`src/rtl/matrix_mac_pkg.sv`:
```
// Shared defaults, FSM encoding and index types for the matrix operand feeder.
// Optional MAC stall support is enabled with the MATRIX_FEEDER_STALL_EN macro.
package matrix_mac_pkg;

    localparam int unsigned DEFAULT_DATA_WIDTH = 32'd8;
    localparam int unsigned DEFAULT_DIM        = 32'd4;
    localparam int unsigned MAX_DIM            = 32'd16;

    typedef enum logic [1:0] {
        ST_IDLE   = 2'd0,
        ST_CLEAR  = 2'd1,
        ST_STREAM = 2'd2,
        ST_DONE   = 2'd3
    } feeder_state_e;

    // Sized for the largest legal DIM so one type serves every configuration.
    typedef logic [$clog2(MAX_DIM)-1:0]         dim_idx_t;
    typedef logic [$clog2(MAX_DIM*MAX_DIM)-1:0] elem_addr_t;

    function automatic elem_addr_t elem_addr(input dim_idx_t row, input dim_idx_t col,
                                             input int unsigned dim);
        int unsigned flat;
        flat = 32'(row) * dim + 32'(col);
        return elem_addr_t'(flat);
    endfunction

endpackage

```
`src/rtl/matrix_operand_bank.sv`:
```
// Two DIM*DIM operand register banks (A and B) with a shared write port and one
// combinational read port per bank. Contents are deliberately never reset.
module matrix_operand_bank
    import matrix_mac_pkg::*;
#(
    parameter int unsigned DATA_WIDTH = DEFAULT_DATA_WIDTH,
    parameter int unsigned DIM        = DEFAULT_DIM
) (
    input  logic                          clock,
    input  logic                          wr_en,
    input  logic                          wr_sel,
    input  logic [$clog2(DIM*DIM)-1:0]    wr_addr,
    input  logic [DATA_WIDTH-1:0]         wr_data,
    input  elem_addr_t                    rd_a_addr,
    output logic [DATA_WIDTH-1:0]         rd_a_data,
    input  elem_addr_t                    rd_b_addr,
    output logic [DATA_WIDTH-1:0]         rd_b_data
);

    localparam int unsigned NUM_ELEMS = DIM * DIM;
    localparam int unsigned AW        = $clog2(DIM * DIM);
    typedef logic [AW-1:0] addr_t;

    logic [DATA_WIDTH-1:0] bank_a_r [NUM_ELEMS];
    logic [DATA_WIDTH-1:0] bank_b_r [NUM_ELEMS];

    // Element write into the selected bank; addresses past the matrix are dropped.
    always_ff @(posedge clock) begin
        if (wr_en && (32'(wr_addr) < NUM_ELEMS)) begin
            if (wr_sel) begin
                bank_b_r[wr_addr] <= wr_data;
            end else begin
                bank_a_r[wr_addr] <= wr_data;
            end
        end
    end

    // Bank A read port; out-of-range addresses read as zero.
    always_comb begin
        rd_a_data = '0;
        if (32'(rd_a_addr) < NUM_ELEMS) begin
            rd_a_data = bank_a_r[addr_t'(rd_a_addr)];
        end else begin
            rd_a_data = '0;
        end
    end

    // Bank B read port; out-of-range addresses read as zero.
    always_comb begin
        rd_b_data = '0;
        if (32'(rd_b_addr) < NUM_ELEMS) begin
            rd_b_data = bank_b_r[addr_t'(rd_b_addr)];
        end else begin
            rd_b_data = '0;
        end
    end

endmodule

```
`src/rtl/matrix_operand_feeder.sv`:
```
// Streams A[i][k]/B[k][j] operand pairs to an external MAC to form C=A*B in row-major order.
// Define MATRIX_FEEDER_STALL_EN to add the mac_stall back-pressure input.
module matrix_operand_feeder
    import matrix_mac_pkg::*;
#(
    parameter int unsigned DATA_WIDTH = DEFAULT_DATA_WIDTH,
    parameter int unsigned DIM        = DEFAULT_DIM
) (
    input  logic                          clock,
    input  logic                          reset,
    input  logic                          wr_en,
    input  logic                          wr_sel,
    input  logic [$clog2(DIM*DIM)-1:0]    wr_addr,
    input  logic [DATA_WIDTH-1:0]         wr_data,
    input  logic                          start,
`ifdef MATRIX_FEEDER_STALL_EN
    input  logic                          mac_stall,
`endif
    output logic                          busy,
    output logic                          done,
    output logic                          mac_enable,
    output logic                          mac_clear,
    output logic [DATA_WIDTH-1:0]         operand_a,
    output logic [DATA_WIDTH-1:0]         operand_b,
    output logic                          result_strobe,
    output logic [$clog2(DIM*DIM)-1:0]    result_index
);

    localparam int unsigned AW       = $clog2(DIM * DIM);
    localparam dim_idx_t    LAST_IDX = dim_idx_t'(DIM - 32'd1);
    localparam dim_idx_t    IDX_ONE  = dim_idx_t'(32'd1);
    typedef logic [AW-1:0] addr_t;

    feeder_state_e         state_r, state_s;
    dim_idx_t              i_r, j_r, k_r;
    dim_idx_t              i_s, j_s, k_s;
    logic                  elem_last_s;
    logic                  stall_s;
    logic                  bank_wr_en_s;
    elem_addr_t            rd_a_addr_s, rd_b_addr_s;
    logic [DATA_WIDTH-1:0] rd_a_data_s, rd_b_data_s;

    logic                  busy_r, done_r, mac_enable_r, mac_clear_r, result_strobe_r;
    logic [DATA_WIDTH-1:0] operand_a_r, operand_b_r;
    addr_t                 result_index_r;

`ifdef MATRIX_FEEDER_STALL_EN
    assign stall_s    = mac_stall;
    assign mac_enable = mac_enable_r && !mac_stall;
`else
    assign stall_s    = 1'b0;
    assign mac_enable = mac_enable_r;
`endif

    // Bank is writable only while idle so operands cannot change under a running job.
    assign bank_wr_en_s = wr_en && !reset && (state_r == ST_IDLE);

    // Operands are fetched for the upcoming cycle so they can be registered.
    assign rd_a_addr_s = elem_addr(i_s, k_s, DIM);
    assign rd_b_addr_s = elem_addr(k_s, j_s, DIM);

    matrix_operand_bank #(
        .DATA_WIDTH (DATA_WIDTH),
        .DIM        (DIM)
    ) u_bank (
        .clock      (clock),
        .wr_en      (bank_wr_en_s),
        .wr_sel     (wr_sel),
        .wr_addr    (wr_addr),
        .wr_data    (wr_data),
        .rd_a_addr  (rd_a_addr_s),
        .rd_a_data  (rd_a_data_s),
        .rd_b_addr  (rd_b_addr_s),
        .rd_b_data  (rd_b_data_s)
    );

    // Next-state and loop-index sequencing.
    always_comb begin
        state_s     = state_r;
        i_s         = i_r;
        j_s         = j_r;
        k_s         = k_r;
        elem_last_s = 1'b0;
        case (state_r)
            ST_IDLE: begin
                if (start) begin
                    state_s = ST_CLEAR;
                    i_s     = '0;
                    j_s     = '0;
                    k_s     = '0;
                end else begin
                    state_s = ST_IDLE;
                end
            end
            ST_CLEAR: begin
                state_s = ST_STREAM;
            end
            ST_STREAM: begin
                if (stall_s) begin
                    state_s = ST_STREAM;
                end else if (k_r != LAST_IDX) begin
                    k_s = k_r + IDX_ONE;
                end else begin
                    k_s         = '0;
                    elem_last_s = 1'b1;
                    if (j_r != LAST_IDX) begin
                        j_s     = j_r + IDX_ONE;
                        state_s = ST_CLEAR;
                    end else begin
                        j_s = '0;
                        if (i_r != LAST_IDX) begin
                            i_s     = i_r + IDX_ONE;
                            state_s = ST_CLEAR;
                        end else begin
                            i_s     = '0;
                            state_s = ST_DONE;
                        end
                    end
                end
            end
            ST_DONE: begin
                state_s = ST_IDLE;
            end
            default: begin
                state_s = ST_IDLE;
            end
        endcase
    end

    // State and loop-index registers.
    always_ff @(posedge clock) begin
        if (reset) begin
            state_r <= ST_IDLE;
            i_r     <= '0;
            j_r     <= '0;
            k_r     <= '0;
        end else begin
            state_r <= state_s;
            i_r     <= i_s;
            j_r     <= j_s;
            k_r     <= k_s;
        end
    end

    // Outputs registered from the next state so they line up with the state they describe.
    always_ff @(posedge clock) begin
        if (reset) begin
            busy_r          <= 1'b0;
            done_r          <= 1'b0;
            mac_enable_r    <= 1'b0;
            mac_clear_r     <= 1'b0;
            operand_a_r     <= '0;
            operand_b_r     <= '0;
            result_strobe_r <= 1'b0;
            result_index_r  <= '0;
        end else begin
            busy_r          <= (state_s != ST_IDLE);
            done_r          <= (state_s == ST_DONE);
            mac_enable_r    <= (state_s == ST_STREAM);
            mac_clear_r     <= (state_s == ST_CLEAR);
            operand_a_r     <= (state_s == ST_STREAM) ? rd_a_data_s : '0;
            operand_b_r     <= (state_s == ST_STREAM) ? rd_b_data_s : '0;
            result_strobe_r <= elem_last_s;
            result_index_r  <= elem_last_s ? addr_t'(elem_addr(i_r, j_r, DIM)) : '0;
        end
    end

    assign busy          = busy_r;
    assign done          = done_r;
    assign mac_clear     = mac_clear_r;
    assign operand_a     = operand_a_r;
    assign operand_b     = operand_b_r;
    assign result_strobe = result_strobe_r;
    assign result_index  = result_index_r;

endmodule

```
`config.mk`:
```
export PLATFORM = sky130hd
export DESIGN_NAME = matrix_operand_feeder
export DESIGN_NICKNAME = d
export VERILOG_FILES = /design/src/rtl/matrix_mac_pkg.sv /design/src/rtl/matrix_operand_bank.sv /design/src/rtl/matrix_operand_feeder.sv
export SDC_FILE = /design/constraint.sdc
export NUM_CORES = 1
export LEC_CHECK = 0
export ABC_AREA = 1
export BUFFER_PORTS_ARGS = -buffer_cell sky130_fd_sc_hd__clkbuf_2
export CAP_MARGIN = 25
export CORE_AREA = 2 2 157 159
export DETAILED_ROUTE_END_ITERATION = 8
export DIE_AREA = 0 0 159 161
export GPL_TIMING_DRIVEN = 1
export PLACE_DENSITY = 0.81
export SLEW_MARGIN = 20
export SYNTH_ARGS = -nofsm -noshare
export SYNTH_HDL_FRONTEND = slang
export SYNTH_SLANG_ARGS = --single-unit
```
`constraint.sdc`:
```
create_clock -name clock -period 3.2 [get_ports clock]
set_input_delay 0.32 -clock clock [delete_from_list [all_inputs] [get_ports clock]]
set_output_delay 0.32 -clock clock [all_outputs]
set_load 0.05 [all_outputs]
```
Yosys cells after proc, flatten, opt, wreduce, memory -nomap -nowiden
Memory sizes are Yosys's and may differ from the RTL's. A register that Yosys moved wholly into a read port is not among the register bits.
Cells that the tools add are included.
{ "totals": {"mem_bits_ro": 0, "output_inout_bits": 25, "word_cells": 66, "latchBits": 0, "ram_bits": 256, "mem_count": 2, "reg_bits": 23, "inputBits": 17} }
{ "memory_table": {"columns": ["memory", "words", "word_bits", "read_ports", "rd_clocked_by_memory_dff", "write_ports", "line", "text"], "rows": [
  ["u_bank.bank_a_r", 16, 8, 1, 1, 1, "matrix_operand_bank.sv:24", "logic [DATA_WIDTH-1:0] bank_a_r [NUM_ELEMS];"],
  ["u_bank.bank_b_r", 16, 8, 1, 1, 1, "matrix_operand_bank.sv:25", "logic [DATA_WIDTH-1:0] bank_b_r [NUM_ELEMS];"]
]} }
{ "classes": {"n_shift": 0, "add_sub_neg": 6, "order_cmp": 2, "mul": 0, "n_eq_ne": 9, "div_mod_pow": 0, "mux": 25, "n_bitwise": 4, "reduce_logical": 8} }
{ "op_table": {"columns": ["cell", "count"], "rows": [
  ["$mux 4", 9],
  ["$pmux 4 s2", 3],
  ["$add 6x4->7", 2],
  ["$lt 7x5->1 const B", 2],
  ["$add 4x1->4 const B", 3],
  ["$ne 4x2->1 const B", 3],
  ["$mux 1", 9],
  ["$eq 2x2->1 const B", 4],
  ["$pmux 2 s4", 1],
  ["$mux 2", 3],
  ["$reduce_or 3->1", 2],
  ["$add 4x4->4", 1],
  ["$eq 2x1->1 const B", 2],
  ["$not 1->1", 4],
  ["$logic_and 1x1->1", 2],
  ["$logic_not 2->1", 1],
  ["$reduce_bool 2->1", 1],
  ["$reduce_or 2->1", 1],
  ["$logic_not 1->1", 1]
]} }

Depth between registers and ports, before layout
{ "depth": {"ltp_word": 9, "mapped_depth": 17} }

Cells and area by module
A second synthesis with hierarchy kept.
{ "unflattened": {"hier_cells": 1305, "hier_area_um2": 12941.2} }
{ "by_module_without_submodules": {"columns": ["mod", "seq_area_each_um2", "cells_each", "area_each_um2", "instances"], "rows": [
  ["matrix_operand_bank", 7687.4, 1073, 11109.4, 1],
  ["matrix_operand_feeder", 780.7, 232, 1831.8, 1]
]} }

Worst setup path before layout
No wires, ideal clock.
{ "synth_path": {"path_type": "reg2reg", "from": "register k_r[0]", "to": "register operand_b_r[1], in the netlist operand_b[1] (read register of u_bank.bank_b_r)", "path_stages_with_launch": 16, "setup_ns": 0.113, "arrival_time_ns": 2.642, "path_buffers": 4, "path_slack_ns": 0.444, "path_cell_list": "dfxtp_1 > ha_1 > nand2_2 > nor2_4 > nor2_4 > nand2_2 > inv_1 > buf_2 > buf_2 > ha_1 > fa_1 > clkbuf_1 > clkbuf_1 > nand2_1 > nand2_1 > nor2_1"} }
{ "synth_between": {"elab_chain_len": 7} }
{ "synth_rtl": {"columns": ["item", "line", "text"], "rows": [
  ["start: declaration", "matrix_operand_feeder.sv:35", "dim_idx_t i_r, j_r, k_r;"],
  ["start signal: assignment", "matrix_operand_feeder.sv:141", "k_r <= k_s;"],
  ["$add 4x1->4 / $ne 4x2->1 (equally long branches)", "matrix_operand_feeder.sv:102, matrix_operand_feeder.sv:101", null],
  ["$mux 4", "matrix_operand_feeder.sv:101", "end else if (k_r != LAST_IDX) begin"],
  ["$pmux 4 s2 (*)", "matrix_operand_feeder.sv:84", "case (state_r)"],
  ["net k_s[0]", "matrix_operand_feeder.sv:36", "dim_idx_t i_s, j_s, k_s;"],
  ["$add 6x4->7 (*)", "matrix_mac_pkg.sv:23", "flat = 32'(row) * dim + 32'(col);"],
  ["$lt 7x5->1", "matrix_operand_bank.sv:51", "if (32'(rd_b_addr) < NUM_ELEMS) begin"],
  ["$not 1->1 (no line)", null, null],
  ["$reduce_or 3->1 (no line)", null, null],
  ["end: declaration", "matrix_operand_feeder.sv:44", "logic [DATA_WIDTH-1:0] operand_a_r, operand_b_r;"]
]} }
The timed path passes the listed nets; every way through them passes the cells marked *.
A chain may end at the register's enable or synchronous reset.

Worst setup path in the final report
{ "layout_path": {"from": "register state_r[1]", "to": "register operand_a_r[6], in the netlist operand_a[6] (read register of u_bank.bank_a_r)"} }
{ "layout_between": {"elab_chain_len": 6} }
{ "layout_rtl": {"columns": ["item", "line", "text"], "rows": [
  ["start: declaration", "matrix_operand_feeder.sv:34", "feeder_state_e state_r, state_s;"],
  ["start signal: assignment", "matrix_operand_feeder.sv:138", "state_r <= state_s;"],
  ["$eq 2x2->1 / $logic_not 2->1 (equally long branches)", "matrix_operand_feeder.sv:84", null],
  ["$pmux 4 s2 (*)", "matrix_operand_feeder.sv:84", null],
  ["net i_s[0]", "matrix_operand_feeder.sv:36", null],
  ["$add 6x4->7 (*)", "matrix_mac_pkg.sv:23", null],
  ["$lt 7x5->1", "matrix_operand_bank.sv:41", "if (32'(rd_a_addr) < NUM_ELEMS) begin"],
  ["$not 1->1 (no line)", null, null],
  ["$reduce_or 3->1 (no line)", null, null],
  ["end: declaration", "matrix_operand_feeder.sv:44", null]
]} }
Marks and branches as above.

==> summary.md <==
| Metric | Value |
|---|---|
| Net Sw Frac | 0.236 |
| # hold bufs at CTS | 0 |
| Net Switching | 0.00195 W |
| First-pass GRT wire length | 44.2 mm |
| Internal | 0.00632 W |
| Crit path max-delay family | simple AND/OR/NAND/NOR gates |
| Net Count, Synth | 1233 |
| RSZ-0062 raised after global routing | false |
| Port Buf Inserts | 41 |
| I/O pins | 42 |
| Post-synth ARST share | 0 |
| Gr ovfl total | 0 |
| Vias in the first global route | 8495 |
| Post-layout min period | 2.81 ns |
| H-Tree Depth | 1 |
| # rows | 57 |
| Dominant synthesized flop cell | edfxtp_1 |
| Die Height | 161 µm |
| DR WL/cell | 17.2 µm |
| Post_cts resized | 0 |
| Clk pwr share | 0.396 |
| Largest net degree at the start of global routing | 102 |
| Max-slew headroom | 0.432 |
| Post-synthesis simple-gate area fraction | 0.206 |
| Die ar. | 0.0256 mm² |
| CTS buffer count | 30 |
| Setup Skew | 0.00977 ns |
| Static Leak | 5.83 nW |
| Final period utilization | 0.878 |
| Synthesized area | 0.0127 mm² |
| Top layer in use | met4 |
| Post-synth cell types | 37 |
| Drt total wl | 27.6 mm |
| CP max FO | 10 |
| CP endpoint kind | register |
| Via count | 8759 |
| Combinational power share | 0.093 |
| Post-CTS setup buffer count | 0 |
| Core area | 0.0240 mm² |
| Fillcell total | 1806 |
| Share of cells above drive strength 1 | 0.119 |
| Synth warn | 0 |
| Max-Cap Viols | 0 |
| CP Launch Type | register |
| Pre-Repair DR Iteration Count | 7 |
| Post-synthesis compound-gate area fraction | 0.0456 |
| Fin. Hold Viols | 0 |
| Reg2reg start | state_r[1] |
| Sequential cell fraction of total power | 0.511 |
| Mux contribution to synthesized area | 0 |
| Commonest non-fill, non-tap cell in the layout | nand2_1 |
| Area grow syn2layout | 12.4% |
| Vias per cell | 5.44 |
| Worst slew pin tran | 0.851 ns |
| DR WL met3 | 2.28 mm |
| GRT Util Overall | 0.217 |
| Hold endpoint | i_r[2] |
| Crit path kind | reg2reg |
| Routed wl met2 | 13.5 mm |
| Final core utilization | 0.597 |
| Dpl hpwl | 16.5 mm |
| Cell repeated most along the worst path | nand2_1 |
| Initial drt markers | 1040 |
| Crit path DAT | 3.29 ns |
| Status | finished clean |
| Sequential-to-total area share from yosys stat | 0.665 |
| Die Span X | 159 µm |
| Final #Nets | 1288 |
| Power per Cell Area | 578 mW/mm² |
| Antenna violations before repair | 0 |
| Antenna viol nets, final | 0 |
| Peak supply drop | 0.377 mV |
| Pre-CTS WS | 0.321 ns |
| Hold_sp | start |
| Drt drc | 0 |
| M1 WL | 11.3 mm |
| Reg2reg end | operand_a[6] |
| Clock sinks | 295 |
| Flops & latches, synth | 295 |
| Mapped Cells | 1206 |
| Fmax | 356 MHz |
| Clk Tree Root Cell | clkbuf_16 |
| Post-Synth Adder-Cell Area | 0.0110 |
| CTS tree | yes |
| Max Slew Vio Count | 0 |
| Crit path cell chain | inv_2 -> nor2_4 -> nand3_2 -> nor2_1 -> nand2_1 -> a21oi_1 -> ha_1 -> inv_1 -> fa_1 -> a211o_1 -> nand3_1 -> nand2_1 -> nor2_4 -> nand2_1 -> nor2_1 |
| Commonest cells after routing, fill and taps aside | nand2_1 (261), edfxtp_1 (256), nor2_1 (144) |
| Setup tns final | 0 ns |
| Worst path slowest cell | dfxtp_1 |
| Critical Path RT | 3.68 ns |
| Clock Latency Late Sink | 0.55 ns |
| Starting Density | 0.531 |
| Xor/xnor share of the synthesized area | 0.00413 |
| Final WS setup | 0.391 ns |
| Number of inserted diodes | 0 |
| Hold path cells | 4 |
| Hold Path Class | in2reg |
| R2R Setup Slk | 0.39 ns |
| Worst-path clk slew | 0.06 ns |
| Number of synthesized flops with an enable pin | 256 |
| CP Buf/Inv Count | 2 |
| Max stage delay on crit path | 0.41 ns |
| Mean Syn Cell Area | 10.6 µm² |
| CTS max path bufs | 3 |
| Routability cong. | 0.838 |
| Cells on worst reg2reg path | 15 |
| Setup violators final | 0 |
| Largest family of logic cells by synthesized area | simple AND/OR/NAND/NOR gates |
-- layout make-up --
cell class / count / area [µm²] / share of cell area
sequential: 295 / 8470 / 0.592
timing repair buffer: 83 / 558 / 0.0390
inverter: 144 / 541 / 0.0378
multi-input combinational: 707 / 3410 / 0.238
clock buffer: 43 / 841 / 0.0587
tap: 324 / 405 / 0.0283
clock inverter: 13 / 97.6 / 0.00682
-- how the worst max path moves through the flow --
| stage | start | endpoint | slack [ns] | cells after the start |
|---|---|---|---|---|
| after global placement | state_r[1] | operand_a[6] | 0.46 | 15 |
| after global routing | state_r[1] | operand_a[0] | 0.06 | 15 |
| after CTS | state_r[1] | operand_a[6] | 0.29 | 15 |
| after floorplan | k_r[0] | operand_b[1] | 0.44 | 15 |
| after detailed placement | state_r[1] | operand_a[0] | 0.32 | 15 |
| final | state_r[1] | operand_a[6] | 0.39 | 15 |
-- power by group through the flow --
stage	registers, W	clock network [W]	logic, W
floorplan	0.00436	0	0.000486
global placement	0.00431	0	0.000730
detailed placement	0.00431	0	0.000750
CTS	0.00423	0.00331	0.000757
global route	0.00423	0.00346	0.000846
finish	0.00423	0.00328	0.000765
-- per-layer routing --
metal  vias up  GRT usage
met5         -          0
met4         0     0.0566
met3        45     0.0339
met2       402      0.375
met1      4163      0.291
li1       4149          -
-- through the flow --
step / power (W) / cells / cell area [µm²] / hold slack (ns)
5_1_grt: 0.00854 / 1609 / 14300 / 0.203
4_1_cts: 0.00829 / 1609 / 14300 / 0.168
6_report: 0.00827 / 1609 / 14300 / 0.188
2_1_floorplan: 0.00485 / 1206 / 12700 / 0.399
3_3_place_gp: 0.00504 / 1553 / 13400 / 0.557
3_5_place_dp: 0.00506 / 1553 / 13400 / 0.556
-- logic make-up (layout without fill, tap and decap cells) --
kind of cell,count (synthesis),count (layout)
AOI/OAI and AO/OA,91,91
buffers and inverters,204,283
xor gates and xnor gates,6,6
and+or+nand+nor,600,600
adders and majority gates,10,10
DFF,295,295
-- worst min-delay path, delay by kind of cell --
| family | cells | cell delay, ns |
|---|---|---|
| buffers and inverters | 1 | 0.13 |
| and+or+nand+nor | 3 | 0.23 |
-- state kept, by name, indices dropped and copies added, names as in the netlist --
register	count
u_bank.bank_a_r	128
u_bank.bank_b_r	128
operand_a	8
operand_b	8
i_r	4
j_r	4
k_r	4
result_index	4
state_r	2
busy	1
done	1
mac_clear	1
mac_enable	1
result_strobe	1
-- synth_stat cells (all sizes together), types with 3 or more instances --
master / count / area (µm²)
xnor2: 3 / 26.3
inv: 144 / 541
nor2: 152 / 611
nand3: 144 / 726
o21ai: 37 / 189
nand2: 267 / 1020
clkbuf: 11 / 41.3
o211ai: 37 / 278
nand3b: 24 / 180
nor3: 3 / 26.3
xor2: 3 / 26.3
edfxtp: 256 / 7690
nand4: 4 / 25.0
and2: 3 / 18.8
buf: 49 / 289
ha: 8 / 100
dfxtp: 39 / 781
a21oi: 13 / 65.1
No activity file was read; power rests on OpenSTA's default activity.
